**src/rtl/osd_char_renderer_if.sv**
```systemverilog
// rtl/osd_char_renderer_if.sv - character VRAM and font ROM read bus of the OSD renderer
interface osd_char_renderer_if;
  logic [15:0] vram_rd_addr;
  logic        vram_rd_en;
  logic [7:0]  vram_rd_data;
  logic [9:0]  font_addr;
  logic [7:0]  font_data;

  modport master (
    output vram_rd_addr, vram_rd_en, font_addr,
    input  vram_rd_data, font_data
  );

  modport slave (
    input  vram_rd_addr, vram_rd_en, font_addr,
    output vram_rd_data, font_data
  );
endinterface

```
**src/rtl/osd_char_renderer.sv**
```systemverilog
// rtl/osd_char_renderer.sv - three-stage text OSD pixel pipeline (cell fetch, font fetch, bit select)
module osd_char_renderer #(
  parameter int COLS = 40,
  parameter int ROWS = 30
) (
  input  logic                       clk,
  input  logic                       rst,
  input  logic                       osd_en,
  input  logic [9:0]                 px_x,
  input  logic [9:0]                 px_y,
  input  logic [9:0]                 win_x,
  input  logic [9:0]                 win_y,
  input  logic [15:0]                vram_base,
  input  logic [2:0]                 sync_in,
  osd_char_renderer_if.master        mem,
  output logic                       pix_on,
  output logic                       pix_in_win,
  output logic [2:0]                 sync_out
);

  localparam logic [10:0] WIN_W = 11'(8 * COLS);
  localparam logic [10:0] WIN_H = 11'(8 * ROWS);

  logic        hit0;
  logic [9:0]  dx0, dy0;
  logic [15:0] addr0;

  logic [15:0] addr_hold_q, addr_hold_d;
  logic        hit1_q, hit1_d;
  logic [2:0]  dx1_q, dx1_d;
  logic [2:0]  dy1_q, dy1_d;
  logic [2:0]  sync1_q, sync1_d;
  logic        hit2_q, hit2_d;
  logic        inv2_q, inv2_d;
  logic [2:0]  dx2_q, dx2_d;
  logic [2:0]  sync2_q, sync2_d;
  logic        pix_on_q, pix_on_d;
  logic        pix_in_win_q, pix_in_win_d;
  logic [2:0]  sync_out_q, sync_out_d;

  // S0: 11-bit window compare so an edge past 1023 never wraps into a false hit
  always_comb begin
    hit0 = osd_en
        && ({1'b0, px_x} >= {1'b0, win_x}) && ({1'b0, px_x} < ({1'b0, win_x} + WIN_W))
        && ({1'b0, px_y} >= {1'b0, win_y}) && ({1'b0, px_y} < ({1'b0, win_y} + WIN_H));
    dx0   = px_x - win_x;
    dy0   = px_y - win_y;
    addr0 = vram_base + 16'(dy0 >> 3) * 16'(COLS) + 16'(dx0 >> 3);

    addr_hold_d      = hit0 ? addr0 : addr_hold_q;
    mem.vram_rd_addr = rst ? 16'h0000 : addr_hold_d;
    mem.vram_rd_en   = hit0 & ~rst;

    hit1_d  = hit0;
    dx1_d   = dx0[2:0];
    dy1_d   = dy0[2:0];
    sync1_d = sync_in;
  end

  // S1: the character code arrives now; bit 7 selects inverse video
  always_comb begin
    mem.font_addr = hit1_q ? {mem.vram_rd_data[6:0], dy1_q} : 10'd0;
    hit2_d  = hit1_q;
    inv2_d  = mem.vram_rd_data[7];
    dx2_d   = dx1_q;
    sync2_d = sync1_q;
  end

  // S2: bit 7 of the font row is the leftmost pixel of the cell
  always_comb begin
    pix_on_d     = hit2_q & (mem.font_data[3'd7 - dx2_q] ^ inv2_q);
    pix_in_win_d = hit2_q;
    sync_out_d   = sync2_q;
  end

  always_ff @(posedge clk) begin
    if (rst) begin
      addr_hold_q  <= '0;
      hit1_q       <= 1'b0;
      dx1_q        <= '0;
      dy1_q        <= '0;
      sync1_q      <= '0;
      hit2_q       <= 1'b0;
      inv2_q       <= 1'b0;
      dx2_q        <= '0;
      sync2_q      <= '0;
      pix_on_q     <= 1'b0;
      pix_in_win_q <= 1'b0;
      sync_out_q   <= '0;
    end else begin
      addr_hold_q  <= addr_hold_d;
      hit1_q       <= hit1_d;
      dx1_q        <= dx1_d;
      dy1_q        <= dy1_d;
      sync1_q      <= sync1_d;
      hit2_q       <= hit2_d;
      inv2_q       <= inv2_d;
      dx2_q        <= dx2_d;
      sync2_q      <= sync2_d;
      pix_on_q     <= pix_on_d;
      pix_in_win_q <= pix_in_win_d;
      sync_out_q   <= sync_out_d;
    end
  end

  assign pix_on     = pix_on_q;
  assign pix_in_win = pix_in_win_q;
  assign sync_out   = sync_out_q;

endmodule

```
**src/flat_wrapper.sv**
```systemverilog
// flat-port wrapper written by rule: the top's interface ports become plain ports
module osd_char_renderer_flat 
#(
  parameter int COLS = 40,
  parameter int ROWS = 30
)
  (clk, rst, osd_en, px_x, px_y, win_x, win_y, vram_base, sync_in, pix_on, pix_in_win, sync_out, mem_vram_rd_addr, mem_vram_rd_en, mem_font_addr, mem_vram_rd_data, mem_font_data);
  osd_char_renderer_if mem_i ();
  input  logic clk;
  input  logic rst;
  input  logic osd_en;
  input  logic [9:0] px_x;
  input  logic [9:0] px_y;
  input  logic [9:0] win_x;
  input  logic [9:0] win_y;
  input  logic [15:0] vram_base;
  input  logic [2:0] sync_in;
  output logic pix_on;
  output logic pix_in_win;
  output logic [2:0] sync_out;
  output wire logic [$bits(mem_i.vram_rd_addr)-1:0] mem_vram_rd_addr;
  output wire logic [$bits(mem_i.vram_rd_en)-1:0] mem_vram_rd_en;
  output wire logic [$bits(mem_i.font_addr)-1:0] mem_font_addr;
  input wire logic [$bits(mem_i.vram_rd_data)-1:0] mem_vram_rd_data;
  input wire logic [$bits(mem_i.font_data)-1:0] mem_font_data;
  assign mem_vram_rd_addr = mem_i.vram_rd_addr;
  assign mem_vram_rd_en = mem_i.vram_rd_en;
  assign mem_font_addr = mem_i.font_addr;
  assign mem_i.vram_rd_data = mem_vram_rd_data;
  assign mem_i.font_data = mem_font_data;
  osd_char_renderer #(.COLS(COLS), .ROWS(ROWS)) u_core (.clk(clk), .rst(rst), .osd_en(osd_en), .px_x(px_x), .px_y(px_y), .win_x(win_x), .win_y(win_y), .vram_base(vram_base), .sync_in(sync_in), .mem(mem_i), .pix_on(pix_on), .pix_in_win(pix_in_win), .sync_out(sync_out));
endmodule
```
**config.mk**
```make
export PLATFORM = sky130hd
export DESIGN_NAME = osd_char_renderer_flat
export DESIGN_NICKNAME = d
export VERILOG_FILES = /design/src/rtl/osd_char_renderer_if.sv /design/src/rtl/osd_char_renderer.sv /design/src/flat_wrapper.sv
export SDC_FILE = /design/constraint.sdc
export NUM_CORES = 1
export LEC_CHECK = 0
export CAP_MARGIN = 5
export CORE_UTILIZATION = 40
export DETAILED_ROUTE_END_ITERATION = 6
export HOLD_SLACK_MARGIN = 0.12
export PLACE_DENSITY = 0.68
export SLEW_MARGIN = 20
export SYNTH_ARGS = -nofsm -noshare
export SYNTH_HDL_FRONTEND = slang
export SYNTH_SLANG_ARGS = --single-unit
```
**constraint.sdc**
```tcl
create_clock -name clk -period 28.7 [get_ports clk]
set_input_delay 8.61 -clock clk [delete_from_list [all_inputs] [get_ports clk]]
set_output_delay 8.61 -clock clk [all_outputs]
set_load 0.005 [all_outputs]
```
==> results of run 1 <==
-- routing by layer --
layer | GRT usage [%] | share of wire [%] | up-vias
li1 | - | - | 1866
met2 | 33.0 | 48 | 86
met4 | 3.85 | 0.80 | 0
met1 | 24.2 | 46 | 1645
met5 | 0 | 0 | -
met3 | 2.53 | 4.6 | 11
-- flip-flops by register name (all words and copies together) (netlist names) --
register and flops:
u_core.dy1_q 3, u_core.sync1_q 3, u_core.sync_out 3, u_core.inv2_q 1
u_core.sync2_q 3, u_core.hit1_q 1, u_core.pix_in_win 1, u_core.pix_on 1
u_core.hit2_q 1, u_core.addr_hold_q 16, u_core.dx1_q 3, u_core.dx2_q 3
-- cells by family (layout without fill, tap and decap cells) --
family	after synthesis	count (layout)	synth area share, %
AOI/OAI and AO/OA	131	131	24.9
buffers and inverters	45	154	4.98
xor gates and xnor gates	34	34	7.46
and+or+nand+nor	130	130	17.7
muxes	5	5	2.00
adders and majority gates	70	70	23.4
DFF	39	39	19.5
-- cell usage in the layout, fill, tap and decap left out, types with 3 or more instances in the layout --
cell type	n
sky130_fd_sc_hd__o2111ai_1	3
sky130_fd_sc_hd__o211ai_1	4
sky130_fd_sc_hd__clkdlybuf4s50_1	109
sky130_fd_sc_hd__a211oi_1	8
sky130_fd_sc_hd__ha_1	62
sky130_fd_sc_hd__and2_1	14
sky130_fd_sc_hd__inv_1	33
sky130_fd_sc_hd__a21o_1	11
sky130_fd_sc_hd__o21bai_1	4
sky130_fd_sc_hd__nand2b_1	5
sky130_fd_sc_hd__nand2_1	18
sky130_fd_sc_hd__nor3_1	9
sky130_fd_sc_hd__a21oi_2	3
sky130_fd_sc_hd__a31oi_1	3
sky130_fd_sc_hd__a21oi_1	36
sky130_fd_sc_hd__clkbuf_8	5
sky130_fd_sc_hd__o31ai_1	7
sky130_fd_sc_hd__fa_1	8
sky130_fd_sc_hd__nand4_1	8
sky130_fd_sc_hd__o311a_1	3
sky130_fd_sc_hd__nand3_1	4
sky130_fd_sc_hd__nor2_1	36
sky130_fd_sc_hd__xor2_1	14
sky130_fd_sc_hd__o21a_1	4
sky130_fd_sc_hd__nor2b_1	19
sky130_fd_sc_hd__dfxtp_1	39
sky130_fd_sc_hd__o21ai_0	17
sky130_fd_sc_hd__xnor2_1	20
-- how the worst max path moves through the flow --
| stage | endpoint | slack [ps] | depth (start not counted) |
|---|---|---|---|
| 2_1_floorplan | mem_vram_rd_addr[15] | 6910 | 22 |
| 3_3_place_gp | mem_vram_rd_addr[15] | 5640 | 24 |
| 3_5_place_dp | mem_vram_rd_addr[15] | 5530 | 24 |
| 4_1_cts | mem_vram_rd_addr[15] | 5490 | 24 |
| 5_1_grt | mem_vram_rd_addr[15] | 5090 | 24 |
| 6_report | mem_vram_rd_addr[15] | 5460 | 24 |
-- layout make-up --
type | instances | area share [%]
sequential | 39 | 14.7
multi-input combinational | 370 | 56.6
clock buffer | 6 | 1.36
inverter | 36 | 2.54
clock inverter | 2 | 1.13
timing repair buffer | 110 | 20.6
tap | 133 | 3.12
-- power by group through the flow --
stage / clock network (µW) / registers, µW / logic [µW]
after detailed placement: 0 / 59.7 / 222
after floorplan: 0 / 59.3 / 171
after global routing: 57.3 / 58.7 / 255
final: 54.0 / 58.4 / 226
after global placement: 0 / 59.6 / 218
after CTS: 55.1 / 58.4 / 225
-- per-stage QoR --
stage          instance area [µm²]  setup WS [ps]
2_1_floorplan                 3990           6910
3_3_place_gp                  5190           5640
3_5_place_dp                  5190           5530
4_1_cts                       5330           5490
5_1_grt                       5330           5090
6_report                      5330           5460
-- critical path: stages --
cell,delay (ps)
sky130_fd_sc_hd__clkdlybuf4s50_1,460
sky130_fd_sc_hd__inv_1,40
sky130_fd_sc_hd__ha_1,220
sky130_fd_sc_hd__fa_1,400
sky130_fd_sc_hd__nand2b_1,160
sky130_fd_sc_hd__a21oi_1,280
sky130_fd_sc_hd__a21o_1,160
sky130_fd_sc_hd__a21oi_1,70
sky130_fd_sc_hd__xnor2_1,290
sky130_fd_sc_hd__ha_1,290
sky130_fd_sc_hd__ha_1,220
sky130_fd_sc_hd__fa_1,410
sky130_fd_sc_hd__a21oi_1,140
sky130_fd_sc_hd__nor2_1,60
sky130_fd_sc_hd__or3_1,300
sky130_fd_sc_hd__o211a_1,150
sky130_fd_sc_hd__ha_1,270
sky130_fd_sc_hd__ha_1,260
sky130_fd_sc_hd__a21o_1,210
sky130_fd_sc_hd__a2111oi_0,410
sky130_fd_sc_hd__a21boi_0,180
sky130_fd_sc_hd__xnor2_1,160
sky130_fd_sc_hd__a211oi_1,300
sky130_fd_sc_hd__clkdlybuf4s50_1,560
==> results summary, run 1 <==
The iteration-0 DRC count of the detailed router came out at roughly 150. The arrival time at the worst endpoint came out at around 15000 ps. The proportion of layout cells with a drive suffix above 1 came out at ~6.2%. The fraction of power spent switching nets is 41.9%. The non-filler instance count after layout is just under 700. The most critical setup path has its startpoint at px_y[0]. The die covers 10400 µm². The diode insertion count for antenna repair came out at 0. The overall power of the completed layout came out at approximately 340 µW.

110 I/O pins were placed. Setup repair after global routing left no endpoint under its margin. The share of power burned in combinational logic came out at between 60 and 70%.

STA classifies the critical path endpoint as an output pin. The final period demand of the worst path came out at ~23000 ps. Detailed routing inserted a total of ~3600 vias. The flip-flop and latch count after synthesis is 39. The final-stage net count is 710. Of all flip-flops after synthesis, the portion carrying an async set or reset was 0%. The proportion of power drawn by the clock network is approximately 16%. The maximum number of pins on one net before global-route repair came out at 38. The clock buffer count from CTS came out at 5.

By area the synthesized netlist is led by sky130_fd_sc_hd__dfxtp_1 (20%), sky130_fd_sc_hd__ha_1 (19%), sky130_fd_sc_hd__a21oi_1 (4.5%). The worst flop-to-flop path startpoint is u_core.dx2_q[0]$_SDFF_PP0_. The most used flip-flop cell after synthesis is sky130_fd_sc_hd__dfxtp_1. The reported net switching power is between 100 and 150 µW. The total congestion overflow after global routing is 0. The clock tree from TritonCTS is done. The total standard cell area after synthesis came out at about 4000 µm². Summed over all failing endpoints, the final setup total negative slack is 0 ps. The hold buffer count at CTS came out at 0. The top achievable clock speed came out at 0.0430 GHz.

The internal power is between 150 and 200 µW. After synthesis, the mean cell area works out to 8.80 µm². In this run the most critical hold path is launched from u_core.dx1_q[1]$_SDFF_PP0_.

The final design utilization is a little over half. The buffer depth of the longest clock path is 2. Data on the critical path is required at its endpoint by 20090 ps.

The number of fill cells came out at between 900 and 1000. The total number of clock tree sinks is 39. The horizontal die dimension came out at between 100 and 150 µm.

In this run the static leakage power is about 0.0023 µW. The post-cts sizing count came out at 0. By count the netlist is led by sky130_fd_sc_hd__ha_1 (62), sky130_fd_sc_hd__dfxtp_1 (39), sky130_fd_sc_hd__a21oi_1 (36), sky130_fd_sc_hd__nor2_1 (36), sky130_fd_sc_hd__inv_1 (33). The floorplan step set the die height to between 100 and 150 µm. In the routed layout, each cell is associated on average with a via count of roughly 5.2. The number of instances in the synthesized netlist came out at between 400 and 500.

The count of TritonRoute iterations in the first routing pass is 4. The number of setup buffers added after CTS is 0. The clock reaches the later pin of the worst-skew pair after between 200 and 300 ps. The number of DRC violations after detailed routing came out at 0. CTS placed an instance of sky130_fd_sc_hd__clkbuf_8 at the clock tree root. The highest net fanout along the worst path came out at 5.

The maximum resistive drop on vdd came out at 0.0308 mV. For the pin with the worst max-slew slack, the measured transition is around 690 ps. The proportion of netlist area held by the largest area contributor came out at roughly a fifth.

The growth of design area from synthesis to finish came out at 33.4%. The capturing point of the worst reg2reg path is u_core.pix_on$_SDFF_PP0_. Summing all flip-flop and latch instances after layout gives between 700 and 800 µm². Input and output buffers added on the ports amount to between 100 and 150. The most used standard cell by instance count after synthesis is sky130_fd_sc_hd__ha_1. The number of cells traversed by the worst hold path is 1. The number of violations of the max-capacitance limit came out at 0. Routability-driven placement finished with a final weighted congestion of between 0.8 and 0.9. The share of the clock period used by the worst path after layout is roughly four fifths. The setup path with the least slack is of type input pin to output pin.

The core box area came out at between 9000 and 10000 µm². The number of pins with negative max-slew slack in the final report is 0. The part of the total power dissipated in sequential elements is between 10% and 20%.

The type of the worst min-delay path is register to register. The area taken by multi-input logic gates is about 3000 µm². The run finished with clean final reports. The count of flip-flops with a built-in enable after synthesis came out at 0. Global routing used around a fifth of the available tracks across all layers. After clock tree synthesis, the clock-pin slew on the worst setup and hold paths is approximately 80 ps. The endpoint of the worst hold-timing path is u_core.dx2_q[1]$_SDFF_PP0_. The initial antenna violation count came out at 0. Once the floorplan was initialized, standard cells occupied approximately 40% of the core. The routed length per placed instance came out at around 14 µm.

The worst hold margin came out at 442 ps. The worst-case reg-to-reg path depth came out at 4. The worst clock skew is 5.72 ps. The total placed cells including tap cells is roughly 700. The final-report hold violation count was 0.

The count of yosys warnings during synthesis came out at 0. The register area share after synthesis is 19.5%. The number of global-route vias before repair came out at around 3500.

STA classifies the critical path startpoint as an input pin. The wire-length estimate of the detail-placed layout is ~8000 µm. The depth of the CTS H-tree is 2.

The number of distinct library cells after synthesis is 72. The placement row count came out at 36. The final layout contains routed wiring with a total length of ~9500 µm. The wire length of the first global-routing pass is 15700 µm. Setup violations remaining at the end of the flow were counted as 0.

sky130_fd_sc_hd__dfxtp_1 takes more of the synthesized area than any other cell. For flop-to-flop paths, the worst setup slack is ~27000 ps. The synthesized net count is 602. Dividing total power by cell area gives a power density of 63.5 nW/µm². The count of nets left with antenna violations once routing finished came out at 0. The normalized max-slew margin is 53.8%.
No activity file was read; power rests on OpenSTA's default activity.
==> inputs of run 2 (changes only) <==
==> constraint.sdc (replaced) <==
create_clock -name clk -period 23.3 [get_ports clk]
set_input_delay 6.99 -clock clk [delete_from_list [all_inputs] [get_ports clk]]
set_output_delay 6.99 -clock clk [all_outputs]
set_load 0.005 [all_outputs]
==> run 2 against run 1 <==
Total power increased by 23%. Largest cell class unchanged. Largest power group unchanged. Global-route usage decreased by 0.13 points. Critical path depth unchanged. Worst hold slack got worse by 1.6 ps.
==> results summary, run 2 (same netlist as run 1, synthesis figures left out) <==
The maximum resistive drop on vdd is 0.0420 mV (was 0.0308 mV). The number of nets still failing antenna checks after routing was 0 (unchanged). The post-detailed-route via-to-cell ratio is 5.18 (about the same). The proportion of layout cells with a drive suffix above 1 was 6.22% (unchanged).

The type of element launching the critical path is an input pin (unchanged). The placer congestion estimate came to 0.865 (about the same). The commonest non-fill, non-tap cell in the layout is sky130_fd_sc_hd__clkdlybuf4s50_1 (unchanged). The initial antenna violation count came out at 0 (unchanged).

The worst path uses 85.8% of the clock period. The top achievable clock speed came out at approximately 0.050 GHz. The flip-flop and latch area is 781 µm² (unchanged).

The type of the worst min-delay path is register to register (unchanged). The arrival time at the worst endpoint came out at 13010 ps (was 14630 ps). The total placed cells including tap cells is 688 (unchanged). The maximum number of pins on one net before global-route repair came to 38 (unchanged). The clock buffer count from CTS is 5 (unchanged). The wire length of the first global-routing pass came out at 15500 µm (was 15700 µm).

The routed length per placed instance came out at 13.3 µm (was 13.6 µm). The final-stage net count is 710 (unchanged). The critical path endpoint category was an output pin (unchanged). The post-cts sizing count is 0 (unchanged). The non-filler instance count after layout is 696 (unchanged). The data required time at the worst endpoint is 16310 ps (was 20090 ps).

The number of buffers inserted by port buffering came out at 109 (unchanged). The number of violations of the max-capacitance limit came out at 0 (unchanged). The power per cell area is 78.1 nW/µm² (was 63.5 nW/µm²). The placement row count came out at 36 (unchanged). The depth of the CTS H-tree is 2 (unchanged). Commonest non-fill, non-tap cells in the layout: sky130_fd_sc_hd__clkdlybuf4s50_1 (109), sky130_fd_sc_hd__ha_1 (62), sky130_fd_sc_hd__dfxtp_1 (39) (unchanged). The area taken by multi-input logic gates came out at 3010 µm² (unchanged). The hold buffer count at CTS came out at 0 (unchanged). The register name with the most flops is u_core.addr_hold_q (unchanged). The initial core utilization is 41.0% (unchanged).

Setup repair after global routing missed its margin: false (unchanged). The clock latency of the later-clocked register in the worst-skew pair is 290 ps (about the same). The overall die area is 10400 µm² (unchanged). The horizontal die dimension was 102 µm (unchanged).

The number of ports placed on the die boundary is 110 (unchanged). The total track usage came to 18.5% (was 18.6%). The chip height is 102 µm (unchanged).

The number of setup buffers added after CTS came out at 0 (unchanged). The half-perimeter wire length of the detailed placement result is 7720 µm (was 7790 µm). The number of DRC violations after detailed routing is 0 (unchanged). The diode insertion count for antenna repair is 0 (unchanged). The final setup violation count was 0 (unchanged). The worst clock skew came out at 2.62 ps (was 5.72 ps). The number of fill cells is 932 (was 940). The buffer depth of the longest clock path is 2 (unchanged). The transition at the pin with the smallest max-transition slack is 664 ps (was 690 ps).

The total congestion overflow after global routing was 0 (unchanged). The final-report hold violation count is 0 (unchanged). The number of pins with negative max-slew slack in the final report came out at 0 (unchanged).

The number of global-route vias before repair came to 3446 (was 3462). The setup total negative slack is 0 ps (unchanged). The iteration-0 DRC count of the detailed router is 131 (was 146). The normalized max-slew margin came out at 55.5% (was 53.8%).

The number of vias after detailed routing was 3605 (was 3608). The core box area was 9730 µm² (unchanged). The flip-flop count of the largest register after layout came out at 16 (unchanged). Status: finished clean (unchanged). The highest net fanout along the worst path came out at 5 (unchanged). The total wirelength of the detailed-routed design came out at 9260 µm (was 9450 µm).

The clock tree from TritonCTS is done (unchanged). The final period demand of the worst path is roughly 20000 ps. The clock-pin slew reported for the worst setup and hold paths after clock tree synthesis came to 70 ps (was 80 ps). The static leakage came out at 0.00227 µW (unchanged).

The count of TritonRoute iterations in the first routing pass came to 4 (unchanged). The critical path start-end classification was input pin to output pin (unchanged). The final design utilization came out at 54.8% (unchanged). The cell chosen for the clock root is sky130_fd_sc_hd__clkbuf_8 (unchanged). The total number of clock tree sinks came to 39 (unchanged). The growth of design area from synthesis to finish came out at 33.4% (unchanged).
-- run 2: cell counts in the layout (fill, tap and decap cells not counted) --
Identical to the previous run, type by type.
-- run 2: layout make-up --
type | instances | share of cell area (%)
Tap cell | 133 | 3.12
Timing Repair Buffer | 110 | 20.6
Inverter | 36 | 2.54
Clock buffer | 6 | 1.36
Sequential cell | 39 | 14.7
Multi-Input combinational cell | 370 | 56.6
Clock inverter | 2 | 1.13
-- run 2: path summary, 6_finish.rpt --
kind,startpoint,endpoint,slack (ps),cells after the start
worst min-delay path,u_core.dx1_q[2]$_SDFF_PP0_,u_core.dx2_q[2]$_SDFF_PP0_,440,1
worst max register to register,u_core.dx2_q[0]$_SDFF_PP0_,u_core.pix_on$_SDFF_PP0_,21890,4
worst min register to register,u_core.dx1_q[2]$_SDFF_PP0_,u_core.dx2_q[2]$_SDFF_PP0_,440,1
worst max-delay path,px_y[0],mem_vram_rd_addr[15],3300,24
-- run 2: through the flow --
stage / area (µm²) / setup WS [ps] / total power [µW] / hold slack (ps)
2_1_floorplan: 3990 / 4750 / 284 / 414
3_5_place_dp: 5190 / 3380 / 347 / 428
6_report: 5330 / 3300 / 416 / 441
3_3_place_gp: 5190 / 3480 / 342 / 418
4_1_cts: 5330 / 3330 / 416 / 449
5_1_grt: 5330 / 2840 / 455 / 459
-- run 2: where the power goes --
part | switching [µW] | leakage, µW | total, µW | internal (µW)
logic | 149 | 0.00189 | 278 | 129
clock network | 23.6 | 0.0000654 | 66.3 | 42.8
registers | 1.18 | 0.000318 | 71.9 | 70.8
-- run 2: critical path, cell delays in order --
cell and delay [ps]:
sky130_fd_sc_hd__clkdlybuf4s50_1 460, sky130_fd_sc_hd__inv_1 40, sky130_fd_sc_hd__ha_1 220, sky130_fd_sc_hd__fa_1 400, sky130_fd_sc_hd__nand2b_1 160, sky130_fd_sc_hd__a21oi_1 280
sky130_fd_sc_hd__a21o_1 160, sky130_fd_sc_hd__a21oi_1 70, sky130_fd_sc_hd__xnor2_1 290, sky130_fd_sc_hd__ha_1 300, sky130_fd_sc_hd__ha_1 220, sky130_fd_sc_hd__fa_1 410
sky130_fd_sc_hd__a21oi_1 150, sky130_fd_sc_hd__nor2_1 60, sky130_fd_sc_hd__or3_1 300, sky130_fd_sc_hd__o211a_1 150, sky130_fd_sc_hd__ha_1 270, sky130_fd_sc_hd__ha_1 260
sky130_fd_sc_hd__a21o_1 210, sky130_fd_sc_hd__a2111oi_0 410, sky130_fd_sc_hd__a21boi_0 170, sky130_fd_sc_hd__xnor2_1 160, sky130_fd_sc_hd__a211oi_1 290, sky130_fd_sc_hd__clkdlybuf4s50_1 570
-- run 2: metal layers --
layer  vias to the layer above  track usage [%]  part of all wire (%)
li1                       1864                -                     -
met4                         0             4.73                  0.93
met2                        85             33.0                    48
met1                      1647             23.7                    46
met3                         9             2.12                   4.5
met5                         -                0                     0
==> RTL change 1, RTL diff (config.mk and constraints of run 2) <==
Reset style: asynchronous (`rst`), changed in one clocked block.
--- a/src/rtl/osd_char_renderer.sv
+++ b/src/rtl/osd_char_renderer.sv
@@ -74,5 +74,5 @@
   end
 
-  always_ff @(posedge clk) begin
+  always_ff @(posedge clk or posedge rst) begin
     if (rst) begin
       addr_hold_q  <= '0;
Check against the original RTL: differs if rst is asserted again (counterexample within 4 cycles, from zero or initial values and one cycle with rst high); with rst held inactive, the same outputs for 10 cycles.
==> RTL change 1 against run 2 <==
Combinational power is 9.0% higher. Die area decreased by 3.0%. Count of clock-buffer cells in the layout unchanged. Worst setup slack gained 0.29 ns. Synthesized cell count down 11%. Final area fell by 1.5%. Sequential cell count unchanged. Power grew 9.9%. Non-clock buffer count did not move. Synthesized area is 3.0% lower. Wire length is 8.3% lower. Cell count is 6.9% lower. Global-route usage decreased by 0.87 points. First-iteration DRC count down 24%. Critical path type unchanged. Critical endpoint unchanged. Highest routed layer unchanged.
==> RTL change 1: results (changes against run 2) <==
| Metric | Value |
|---|---|
| Status | finished clean |
| Post-cts gate resize count | 0 (unchanged) |
| Drt total wl | 8500 microns (-8.3%) |
| CP max stage cell | clkdlybuf4s50_1 |
| CP max stage delay | 0.50 ns (-0.07 ns) |
| H-tree depth | 2 (unchanged) |
| Hold buffer count at cts | 0 (unchanged) |
| Crit-path max FO | 4 (-1) |
| Maximum VDD drop | 0.0000401 V (-4.5%) |
| Crit path launch | px_y[0] |
| Synth top cells by count | ha_1, inv_1, dfrtp_1 |
| Vias in the first global route | 3208 (-6.9%) |
| Initial DRT Pass Iterations | 4 (unchanged) |
| Layout cell share with drive strength beyond 1 | 0.0655 (+0.00334) |
| Reg with most FFs | u_core.addr_hold_q |
| Yosys top cell by area | dfrtp_1 |
| Syn. warnings | 0 (unchanged) |
| Nets | 666 (-6.2%) |
| DP HPWL | 7170 microns (-7.2%) |
| Ys async rst share | 1.00 (+1.00) |
| Worst Tran Pin Value | 0.932 ns (+0.269 ns) |
| Hold WC Path Type | reg -> reg |
| Arr. time, crit path | 12.71 ns (-0.30 ns) |
| Ant. Diodes | 0 (unchanged) |
| Placer Congestion | 0.879 (+1.6%) |
| Max reg flops | 16 (unchanged) |
| Max clock buf depth | 2 (unchanged) |
| Largest net degree at the start of global routing | 57 (+50%) |
| Largest cells by area after synthesis | dfrtp_1, ha_1, xnor2_1 |
| Unique masters post-synth | 54 (-25%) |
| Dpl ws | 3.65 ns (+0.274 ns) |
| Initial antenna violation count | 0 (unchanged) |
| Worst-path clk slew | 0.07 ns (about the same) |
| Register area share after synthesis | 0.252 (+0.0565) |
| GRT Overall Usage | 0.176 (-0.00867) |
| First-pass GRT wire length | 14300 microns (-7.8%) |
| Iter 0 DRT Violations | 100 (-24%) |
| Root Driver | clkbuf_8 |
| P_leak | 2.41 nW (+5.8%) |
| Setup Skew | 0.000883 ns (-0.00173 ns) |
| Via/cell ratio | 4.97 (-4.1%) |
| Final hold violations | 0 (unchanged) |
| Post-CTS setup buffers | 0 (unchanged) |
| I/O Buffers | 109 (unchanged) |
| Hold Crit Start | u_core.dx1_q[0]$_DFF_PP0_ |
| Cts bufs inserted | 5 (unchanged) |
| Post-synth net total | 551 (-8.5%) |
| Clock latency on the worst-skew pair | 0.28 ns |
| R2R Path Start | u_core.dx2_q[0]$_DFF_PP0_ |
==> RTL change 1: changes by cell type in the layout (fill, tap and decap cells not counted), sizes merged, moves of 5 or more <==
cell,delta
a21oi,-20
and2,+16
dfrtp,+39
dfxtp,-39
inv,+16
mux2,+15
nand2,-6
nor2,-19
nor2b,-13
nor3,-5
o21a,+6
o21ai,-5
o31ai,-7
==> RTL change 1: logic make-up after synthesis <==
kind of cell,after synthesis,share of synthesized area
fa+ha+maj,70,0.242
compound gates,82,0.147
flops,39,0.252
mux,20,0.0701
simple gates,102,0.153
buf+inv,53,0.0533
xor+xnor,37,0.0837
==> RTL change 1: layout make-up <==
cell class | instances | area, sq um
multi-input cells | 311 | 2690
fillers | 837 | 4080
well taps | 129 | 161
clock buffers | 6 | 72.6
inverters | 51 | 191
clock inverters | 2 | 60.1
repair buffers | 110 | 1100
flip-flops and latches | 39 | 976
==> RTL change 1: path summary, 6_finish.rpt <==
check                                               to  slack, ns  depth (start not counted)
hold / removal               u_core.dx2_q[0]$_DFF_PP0_       0.35                          0
setup / recovery                  mem_vram_rd_addr[15]       3.60                         26
min in group asynchronous  u_core.sync1_q[1]$_DFF_PP0_       7.23                          2
setup reg to reg               u_core.pix_on$_DFF_PP0_      21.90                          4
hold reg to reg              u_core.dx2_q[0]$_DFF_PP0_       0.35                          0
max in group asynchronous    u_core.dy1_q[0]$_DFF_PP0_      15.49                          2
==> RTL change 1: stage by stage <==
stage,hold WS (ns),power (W),cell area (sq um),utilization,cells
after detailed placement,0.335,0.000394,5120,0.549,640
after global placement,0.332,0.000388,5120,0.549,640
after floorplan,0.331,0.000312,3870,-,403
final,0.350,0.000457,5250,0.563,648
after CTS,0.352,0.000462,5250,0.563,648
after global routing,0.367,0.000505,5250,0.563,648
==> RTL change 1: where the power goes <==
part           leakage [nW]  switching, W  internal, W
logic                  1.87      0.000149     0.000154
clock network        0.0654     0.0000222    0.0000428
registers             0.471    0.00000503    0.0000845
==> RTL change 1: metal layers <==
layer / share of wire / track usage
met1: 0.46 / 0.223
met4: 0.012 / 0.0435
met3: 0.039 / 0.0272
met2: 0.49 / 0.314
met5: 0 / 0
==> RTL change 1: critical path: cells and delay by family <==
kind	cells	cell delay, ns
buf+inv	3	0.99
simple gates	7	0.71
fa+ha+maj	7	2.16
compound gates	7	1.38
xor+xnor	1	0.27
mux	1	0.23
==> RTL change 2, RTL diff (settings of run 2) <==
Made on the original files. `ROWS` is set to 30 in 2 places; all go to 16.
--- a/src/rtl/osd_char_renderer.sv
+++ b/src/rtl/osd_char_renderer.sv
@@ -2,5 +2,5 @@
 module osd_char_renderer #(
   parameter int COLS = 40,
-  parameter int ROWS = 30
+  parameter int ROWS = 16
 ) (
   input  logic                       clk,
--- a/src/flat_wrapper.sv
+++ b/src/flat_wrapper.sv
@@ -3,5 +3,5 @@
 #(
   parameter int COLS = 40,
-  parameter int ROWS = 30
+  parameter int ROWS = 16
 )
   (clk, rst, osd_en, px_x, px_y, win_x, win_y, vram_base, sync_in, pix_on, pix_in_win, sync_out, mem_vram_rd_addr, mem_vram_rd_en, mem_font_addr, mem_vram_rd_data, mem_font_data);
Check against the original RTL: not equivalent (Yosys sat finds a counterexample within 4 cycles, from zero or initial values and one cycle with rst high).
==> RTL change 2 against run 2 <==
Count of clock-buffer cells in the layout unchanged. Clock power down 11%. Power up 2.6%. Synthesized area down 2.6%. Sequential cell count unchanged. Wire length up 10%. Largest cell class unchanged. Final area down 1.9%. Worst setup slack worse by 0.15 ns.
==> RTL change 2: results (changes against run 2) <==
| Metric | Value |
|---|---|
| Hold Crit Start | u_core.sync2_q[1]$_SDFF_PP0_ |
| P_leak | 2.24 nW (-1.5%) |
| First-pass GRT wire length | 16400 microns (+5.7%) |
| Top Metal Used | met4 |
| Maximum VDD drop | 0.0000744 V (+77%) |
| Hold Path Sink | u_core.sync_out[1]$_SDFF_PP0_ |
| Met2 usage | 0.350 (+0.0203) |
| Layout cell share with drive strength beyond 1 | 0.0517 (-0.0105) |
| GRT met3 Usage | 0.0312 (+0.0100) |
| Internal power | 0.000235 W (-3.2%) |
| Placer Congestion | 0.862 (-0.30%) |
| DP HPWL | 8530 microns (+11%) |
| Via count | 3662 (+1.6%) |
| Worst hold margin | 0.440 ns (-0.000271 ns) |
| Status | finished clean |
| Unique masters post-synth | 67 (-6.9%) |
| # fillers | 891 (-4.4%) |
| Clk power | 0.0000592 W (-11%) |
| FF-to-FF End | u_core.pix_on$_SDFF_PP0_ |
| GR Util met1 | 0.262 (+0.0242) |
| WL met1 | 4700 microns (+10%) |
| Worst Tran Pin Value | 0.787 ns (+0.124 ns) |
| Drt total wl | 10200 microns (+10%) |
| GRT Overall Usage | 0.203 (+0.0176) |
| WL met2 | 4880 microns (+8.8%) |
| Gate power share | 0.694 (+0.026) |
| Crit-path max FO | 4 (-1) |
| R2r worst-path depth | 4 (unchanged) |
| Setup Skew | 0.00549 ns (+0.00287 ns) |
| Initial DRT Pass Iterations | 5 (+1) |
| CP top delay family | compound AO/OA/AOI/OAI gates |
| Arr. time, crit path | 13.16 ns (+0.15 ns) |
| Largest net degree at the start of global routing | 39 (+2.6%) |
| Iter 0 DRT Violations | 119 (-9.2%) |
| Largest cells by area after synthesis | dfxtp_1, ha_1, inv_1 |
| Vias in the first global route | 3489 (+1.2%) |
| Reg-to-reg slack, setup | 21.90 ns (about the same) |
| Reg with most FFs | u_core.addr_hold_q |
| Dpl ws | 3.13 ns (-0.249 ns) |
| Routed length on met3 | 490 microns (+18%) |
| Initial antenna violation count | 0 (unchanged) |
| Nets | 705 (-0.70%) |
| CP max stage cell | clkdlybuf4s50_1 |
| I/O Buffers | 109 (unchanged) |
| Register area share after synthesis | 0.201 (+0.00528) |
| F_max | 49.6 MHz (-0.74%) |
| CP max stage delay | 0.60 ns (+0.03 ns) |
| Synth top cells by count | ha_1, inv_1, dfxtp_1 |
| Post-synth net total | 596 (-1.0%) |
## RTL change 2: logic make-up after synthesis
logic type / Yosys count / share of synthesized area
and+or+nand+nor: 127 / 0.187
muxes: 6 / 0.0232
buffers and inverters: 57 / 0.0579
xor gates and xnor gates: 29 / 0.0653
AOI/OAI and AO/OA: 126 / 0.235
DFF: 39 / 0.201
adders and majority gates: 67 / 0.231
## RTL change 2: layout make-up
cell class	count	area, sq um	area share
sequential	39	781	0.149
inverter	48	180	0.0345
tap	129	161	0.0309
multi-input combinational	355	2880	0.551
timing repair buffer	111	1110	0.212
clock buffer	6	82.6	0.0158
clock inverter	2	35.0	0.00670
## RTL change 2: per-stage QoR
stage | instance area [sq um] | total power (W) | util | cells
floorplan | 3890 | 0.000290 | - | 451
global placement | 5110 | 0.000362 | 0.548 | 682
detailed placement | 5110 | 0.000364 | 0.548 | 682
CTS | 5230 | 0.000426 | 0.561 | 690
global route | 5230 | 0.000463 | 0.561 | 690
finish | 5230 | 0.000427 | 0.561 | 690
